## config.mk

```make
export PLATFORM = sky130hd
export DESIGN_NAME = keypad_event_queue
export DESIGN_NICKNAME = d
export VERILOG_FILES = /design/src/rtl/keypad_event_queue.sv
export SDC_FILE = /design/constraint.sdc
export NUM_CORES = 1
export LEC_CHECK = 0
export ABC_AREA = 1
export CORE_ASPECT_RATIO = 1.4
export CORE_MARGIN = 2
export CORE_UTILIZATION = 50
export DETAILED_ROUTE_END_ITERATION = 6
export MAX_ROUTING_LAYER = met4
export PLACE_DENSITY = 0.8
export SLEW_MARGIN = 10
export SYNTH_ARGS = -nofsm -noshare
export SYNTH_HDL_FRONTEND = slang
export SYNTH_SLANG_ARGS = --single-unit
```

## constraint.sdc

```tcl
create_clock -name clk -period 5.3 [get_ports clk]
set_input_delay 1.06 -clock clk [delete_from_list [all_inputs] [get_ports clk]]
set_output_delay 1.06 -clock clk [all_outputs]
set_load 0.02 [all_outputs]
```

## src/rtl/keypad_event_queue.sv

```systemverilog
// keypad_event_queue
// Takes the keypad controller's valid_key/key pair into the clk domain, turns
// each press into exactly one event carrying a mole index (0..8), buffers the
// events in a small FIFO with a valid/ready consumer, and re-arms the
// controller after each capture with a low pulse on kp_clear_n.
//
// Build option: define KEYQ_TIMESTAMP_EN to store a 16-bit cycle-count
// timestamp with each event. When undefined, evt_time is tied to zero.
//
// Ports:
//   clk         system clock
//   reset       asynchronous reset, active low
//   valid_key   controller key-valid level (asynchronous to clk)
//   key         controller key code {column[1:0], row[1:0]} (asynchronous)
//   kp_clear_n  controller clear, active low (held low during reset)
//   evt_valid   FIFO head valid
//   evt_ready   consumer accepts head on evt_valid & evt_ready
//   evt_mole    mole index of the head entry
//   evt_time    timestamp of the head entry (zero without KEYQ_TIMESTAMP_EN)
//   overflow    sticky, an event was dropped on a full FIFO
//   bad_code    sticky, a code with column 3 or row 3 was received
//   flag_clr    clears the sticky flags (a same-cycle set wins)
//
// FSM states:
//   state    | meaning
//   IDLE     | waiting for a rising edge of the synchronised valid_key
//   CAPTURE  | decode key_s, push the event (or flag a bad code)
//   CLEAR    | kp_clear_n low for CLR_CYCLES cycles
//   WAIT_LOW | wait for the controller to drop valid_key before re-arming

module keypad_event_queue #(
    parameter int DEPTH      = 4,
    parameter int CLR_CYCLES = 3
) (
    input  logic        clk,
    input  logic        reset,
    input  logic        valid_key,
    input  logic [3:0]  key,
    output logic        kp_clear_n,
    output logic        evt_valid,
    input  logic        evt_ready,
    output logic [3:0]  evt_mole,
    output logic [15:0] evt_time,
    output logic        overflow,
    output logic        bad_code,
    input  logic        flag_clr
);

    localparam int AW = $clog2(DEPTH);

    typedef enum logic [1:0] {
        IDLE     = 2'd0,
        CAPTURE  = 2'd1,
        CLEAR    = 2'd2,
        WAIT_LOW = 2'd3
    } state_t;

    state_t      state, state_nxt;
    logic [3:0]  clr_cnt, clr_cnt_nxt;
    logic        armed;

    logic        vk_m, vk_s, vk_q;
    logic [3:0]  key_m, key_s;

    logic [1:0]  col, row;
    logic        code_bad;
    logic [3:0]  mole;

    logic [AW:0] wptr, rptr;
    logic [3:0]  mole_mem [DEPTH];
    logic        full, empty;
    logic        capture, push, pop, wr_en, drop;

    // Two-flop synchronisers; vk_q is one more stage used only for edge detect.
    always_ff @(posedge clk or negedge reset) begin
        if (!reset) begin
            vk_m  <= 1'b0;
            vk_s  <= 1'b0;
            vk_q  <= 1'b0;
            key_m <= 4'd0;
            key_s <= 4'd0;
        end else begin
            vk_m  <= valid_key;
            vk_s  <= vk_m;
            vk_q  <= vk_s;
            key_m <= key;
            key_s <= key_m;
        end
    end

    // armed keeps the controller in clear until the first edge after reset.
    always_ff @(posedge clk or negedge reset) begin
        if (!reset) begin
            state   <= IDLE;
            clr_cnt <= 4'd0;
            armed   <= 1'b0;
        end else begin
            state   <= state_nxt;
            clr_cnt <= clr_cnt_nxt;
            armed   <= 1'b1;
        end
    end

    always_comb begin
        state_nxt   = state;
        clr_cnt_nxt = clr_cnt;
        kp_clear_n  = armed;
        case (state)
            IDLE: begin
                if (vk_s && !vk_q)
                    state_nxt = CAPTURE;
            end
            CAPTURE: begin
                state_nxt   = CLEAR;
                clr_cnt_nxt = 4'(CLR_CYCLES);
            end
            CLEAR: begin
                kp_clear_n = 1'b0;
                if (clr_cnt == 4'd1)
                    state_nxt = WAIT_LOW;
                else
                    clr_cnt_nxt = clr_cnt - 4'd1;
            end
            WAIT_LOW: begin
                if (!vk_s)
                    state_nxt = IDLE;
            end
            default: state_nxt = IDLE;
        endcase
    end

    assign col      = key_s[3:2];
    assign row      = key_s[1:0];
    assign code_bad = (col == 2'd3) || (row == 2'd3);
    assign mole     = ({2'b00, col} * 4'd3) + {2'b00, row};

    assign capture = (state == CAPTURE);
    assign push    = capture && !code_bad;
    assign empty   = (wptr == rptr);
    assign full    = (wptr[AW] != rptr[AW]) && (wptr[AW-1:0] == rptr[AW-1:0]);
    assign pop     = evt_valid && evt_ready;
    // A push into a full FIFO still lands when the head is leaving this cycle.
    assign wr_en   = push && (!full || pop);
    assign drop    = push && full && !pop;

    always_ff @(posedge clk or negedge reset) begin
        if (!reset) begin
            wptr <= '0;
            rptr <= '0;
            for (int i = 0; i < DEPTH; i++)
                mole_mem[i] <= 4'd0;
        end else begin
            if (wr_en) begin
                mole_mem[wptr[AW-1:0]] <= mole;
                wptr <= wptr + 1'b1;
            end
            if (pop)
                rptr <= rptr + 1'b1;
        end
    end

    assign evt_valid = !empty;
    assign evt_mole  = mole_mem[rptr[AW-1:0]];

`ifdef KEYQ_TIMESTAMP_EN
    logic [15:0] ts_cnt;
    logic [15:0] time_mem [DEPTH];

    always_ff @(posedge clk or negedge reset) begin
        if (!reset) begin
            ts_cnt <= 16'd0;
            for (int i = 0; i < DEPTH; i++)
                time_mem[i] <= 16'd0;
        end else begin
            ts_cnt <= ts_cnt + 16'd1;
            if (wr_en)
                time_mem[wptr[AW-1:0]] <= ts_cnt;
        end
    end

    assign evt_time = time_mem[rptr[AW-1:0]];
`else
    assign evt_time = 16'h0000;
`endif

    always_ff @(posedge clk or negedge reset) begin
        if (!reset) begin
            overflow <= 1'b0;
            bad_code <= 1'b0;
        end else begin
            overflow <= drop || (overflow && !flag_clr);
            bad_code <= (capture && code_bad) || (bad_code && !flag_clr);
        end
    end

endmodule

```

[After elaboration in Yosys (flattened, before gate mapping)]
Cells that the tools add are included.
Word-level totals
  flip-flop bits (word level): 42
  latch bits: 0
  RAM bits: 0
  memory bits (read-only): 0
  bits of input ports: 9
  output and inout bits: 24
  word-level logic and storage cells: 77
  memories: 0
Cells by class
  add/subtract/negate cells: 4
  multipliers: 1
  divide/modulo/power cells: 0
  magnitude comparators: 3
  equal/unequal tests: 13
  shift-type cells: 0
  muxes and demuxes: 13
  bitwise gates (word level): 2
  reductions and logical operators: 25
Operators by type and width (number)
  bitwise mux 16 bit: 1
  2-to-1 mux 4 bit: 4
  logical AND 1 bit: 11
  binary-select mux 4 bit (select 2 bit): 1
  demux 4 bit (select 2 bit): 1
  equality test 2 bit (second input constant): 4
  inequality test 2 bit (second input constant): 4
  one-hot mux 2 bit (4 select lines): 1
  one-hot mux 4 bit (2 select lines): 1
  adder 3 x 1 -> 3 bit (second input constant): 2
  >= comparator 3 bit (second input constant): 2
  zero test 1 bit: 6
  2-to-1 mux 2 bit: 3
  inverter 2 -> 3 bit: 2
  adder 4 x 2 -> 4 bit: 1
  equality test 4 x 1 -> 1 bit (second input constant): 1
  logical OR 1 bit: 4
  multiplier 2 x 2 -> 4 bit (second input constant): 1
  subtractor 4 x 1 -> 4 bit (second input constant): 1
  equality test 3 bit: 1
  less-than comparator 3 x 1 -> 1 bit (second input constant): 1
  AND reduction 3 bit: 1
  equality test 2 x 1 -> 1 bit (second input constant): 1
  equality test 2 bit: 1
  other kinds (5): 5

[Depth between registers and ports, before layout]
  word-level depth: 7
  mapped depth: 9
  gate-level depth less buffers: 8

[Worst setup path after synthesis]
OpenSTA, ideal clock, no wires.
  kind: flip-flop to output port
  from: register rptr[0]
  to: output port evt_mole[0]
  arrival time: 1000 ps
  data required time: 4240 ps
  slack: 3240 ps
  stages on the path, launching flop included: 4
  buffers on the path: 1
  path through: dfrtp_1 > buf_2 > o21ai_0 > o22ai_1
Between the ends
  cells in the longest elaborated chain, start to end: 4
Ends and longest elaborated chain
  start: declaration: RTL line 69  | logic [AW:0] wptr, rptr;
  start signal: assignment: RTL line 158  | rptr <= rptr + 1'b1;
  inverter 2 -> 3 bit (not written as such): RTL line 163  | assign evt_mole = mole_mem[rptr[AW-1:0]];
  binary-select mux 4 bit (select 2 bit): RTL line 163
  2-to-1 mux 4 bit (not written as such) (2 in series): RTL line 163
  end: declaration: RTL line 42  | output logic [3:0] evt_mole,
No other way between the ends. The select of a mux whose other input is x is not followed.

[Worst setup path in the final report]
  from: register rptr[0]
  to: output port evt_valid
Between the ends
  cells in the longest elaborated chain, start to end: 2
Ends and longest elaborated chain
  equality test 3 bit: RTL line 139  | assign empty = (wptr == rptr);
  zero test 1 bit: RTL line 162  | assign evt_valid = !empty;
  end: declaration: RTL line 40  | output logic evt_valid,
No other way between the ends.

==> results.yml <==
drt:
  antenna_left: 0
  vias_per_cell: 5.22
  drc: 0
  wl_per_cell_um: 12.4
  drtIter0Drc: 115
  vias: 1570
  wl_mm: 3.74
  dr.pass1.iters: 4
floorplan:
  die_w_um: 59.7
  io_pins: 33
  fp.dieArea_um2: 4890
  coreArea_um2: 4200
  num_rows: 28
  initial_core_util_pct: 51.6
  die_h_um: 81.9
setup_path:
  worstReg2RegEnd: "mole_mem[1]"
  cp_common_cell: "nand2_1"
  crit_path_end: "evt_valid"
  worstPathMaxFanout: 12
  critPathTopFamily: "buffers and inverters"
  crit_required_ns: 4.24
  rrSetupSlack_ns: 3.12
  critPathMaxStageDelay_ns: 0.55
  crit_buf_inv: 2
  crit_chain: "inv_2 -> nand2_1 -> nand2_1 -> nor2_4 -> nand2_2 -> clkdlybuf4s50_1"
  startpoint_type: "flop"
  startpoint: "rptr[0]"
  timing.rr.start: "key_s[2]"
  reg2regPathDepth: 6
  cp_slowest_cell: "dfrtp_1"
  arrival_ns: 1.92
  crit_cells: 6
  crit_type: "reg2out"
  end_kind: "output pin"
final_layout:
  fin_area_um2: 2380
  layout-drive-gt1-share_pct: 6.64
  area_growth_pct: 9.75
  antenna_cells: 0
  final_cell_mix: "nand2_1, dfrtp_1, inv_1"
  final_common_cell: "nand2_1"
  final_net_count: 280
logic_synthesis:
  syn_inst: 239
  syn-cell-area_um2: 2170
  ys_types: 24
  yosysWarnings: 0
  avgSynthCellArea_um2: 9.07
  ys_ff_latch: 42
  seq_area_frac_synth_pct: 48.5
power_and_ir_drop:
  power.internal_mw: 0.787
  sw_frac_of_total_pct: 41.3
  combPwrFrac_pct: 43.6
  peakVddDrop_uv: 334
  clkPwrFrac_pct: 18.5
  sequentialPowerShare_pct: 37.9
  leakagePower_nw: 1.23
  powerDensity_nw_per_um2: 563
  power_switching_mw: 0.553
clock_network:
  cts_setup_buffers: 0
  clock_sinks: 42
  clock_latency_ns: 0.30
  cts_buffers: 5
  tritoncts: "done"
  cts_hold_buffers: 0
  clk_path_buf_depth: 2
  htreeDepth: 2
  ctsRootBufferMaster: "clkbuf_8"
  ctsResizeCount: 0
  clk_pin_slew_worst_paths_ns: 0.08
global_routing:
  antenna_found_initial: 0
  grt_first_pass_wirelength_mm: 6.51
  grt_max_degree: 43
  grt_pass1_vias: 1484
  track_usage_pct: 18.5
  grt-ovfl-total: 0
flow_run:
  maxCapViolations: 0
place:
  dp_hpwl_mm: 2.75
  place_ws_ns: 2.65
  placed_cell_area_um2: 2270
  gp_congestion: 0.878
  io_buffers: 16
timing:
  final.min_clock_period_ns: 2.98
  setup_tns_ns: 0
  rsz0062_at_grt: "false"
  finalSetupViolations: 0
  skew_ns: 0.0146
  relSlewSlack_pct: 39.2
  worst_slack_ns: 2.32
  holdWs_ns: 0.349
  period_share_pct: 56.2
  slew_viol_final: 0
  max_slew.worst_pin.slew_ns: 0.912
  hold_viol_final: 0
  fmaxAchievable_ghz: 0.336
run_status:
  status: "finished, final reports clean"
min_path:
  min_path_type: "reg2reg"
  whs_path_depth: 0
  worstHoldStart: "key_m[1]"
-- final cells by class --
class | count | area, um^2
clock buffer | 5 | 68.8
sequential | 42 | 1050
fill | 359 | 1820
clock inverter | 3 | 40.0
timing repair buffer | 16 | 155
multi-input combinational | 168 | 926
tap | 45 | 56.3
inverter | 22 | 82.6
-- worst register-to-register path, cell delays in order, from the launching register on --
cell     delay, ns
dfrtp_1       0.42
ha_1          0.21
a21oi_1       0.15
and2_1        0.74
nand3_1       0.37
nand2_1       0.15
nand2_1       0.06
-- layer usage --
metal	wire [um]	vias up	global-route usage (%)
met5	0	-	-
li1	-	776	-
met1	1550	737	20.9
met4	118	0	10.4
met2	1920	43	29.7
met3	151	14	4.41
-- Yosys cell counts --
cell type  number  area, um^2
buf_4          17         128
buf_2           3        15.0
conb_1          2        7.51
and2_1          1        6.26
xor2_1          1        8.76
o21ai_0        15        75.1
inv_2           2        7.51
xnor2_1         1        8.76
a21oi_1         2        10.0
nand2_2         2        12.5
dfrtp_1        42        1050
nand2_4         2        22.5
inv_1          20        75.1
nor2_2          1        6.26
nand3_1        12        60.1
nor2_4          1        11.3
a22oi_1         1        7.51
nor2_1         13        48.8
buf_6           2        22.5
nand4_1        18         113
nand2_1        60         225
fa_1            2        40.0
o22ai_1         5        31.3
ha_1           14         175
-- logic make-up after synthesis --
kind of cell	count (synthesis)	synth area share [%]
flip-flops	42	48.5
AO/OA/AOI/OAI	23	5.71
buffers and inverters	44	11.4
AND/OR/NAND/NOR	110	23.3
XOR/XNOR	2	0.808
other	2	0.346
adder cells (fa/ha/maj)	16	9.93
-- metrics by stage --
| step | utilization (%) | std cells | total power [mW] |
|---|---|---|---|
| floorplan | - | 254 | 0.937 |
| global placement | 54.0 | 293 | 1.08 |
| detailed placement | 54.0 | 293 | 1.10 |
| CTS | 56.6 | 301 | 1.35 |
| global route | 56.6 | 301 | 1.46 |
| finish | 56.6 | 301 | 1.34 |
-- how the worst min path moves through the flow --
stage / to / slack, ns
6_report: key_s[1] / 0.35
3_5_place_dp: key_s[1] / 0.33
4_1_cts: key_s[2] / 0.35
5_1_grt: key_s[2] / 0.36
3_3_place_gp: vk_s / 0.33
2_1_floorplan: key_s[0] / 0.33
-- power groups by stage --
stage	clock (mW)	sequential [mW]	combinational (mW)
3_5_place_dp	0	0.511	0.588
2_1_floorplan	0	0.487	0.450
6_report	0.248	0.508	0.584
3_3_place_gp	0	0.508	0.572
4_1_cts	0.254	0.507	0.592
5_1_grt	0.270	0.522	0.668
-- state kept, by name, summed over array words and instances, names as in the netlist, 2 cells and up --
signal and cells:
mole_mem 16, clr_cnt 4, key_m 4, key_s 4, rptr 3, wptr 3, state 2
Note: power is estimated with default switching activity, not from simulation.
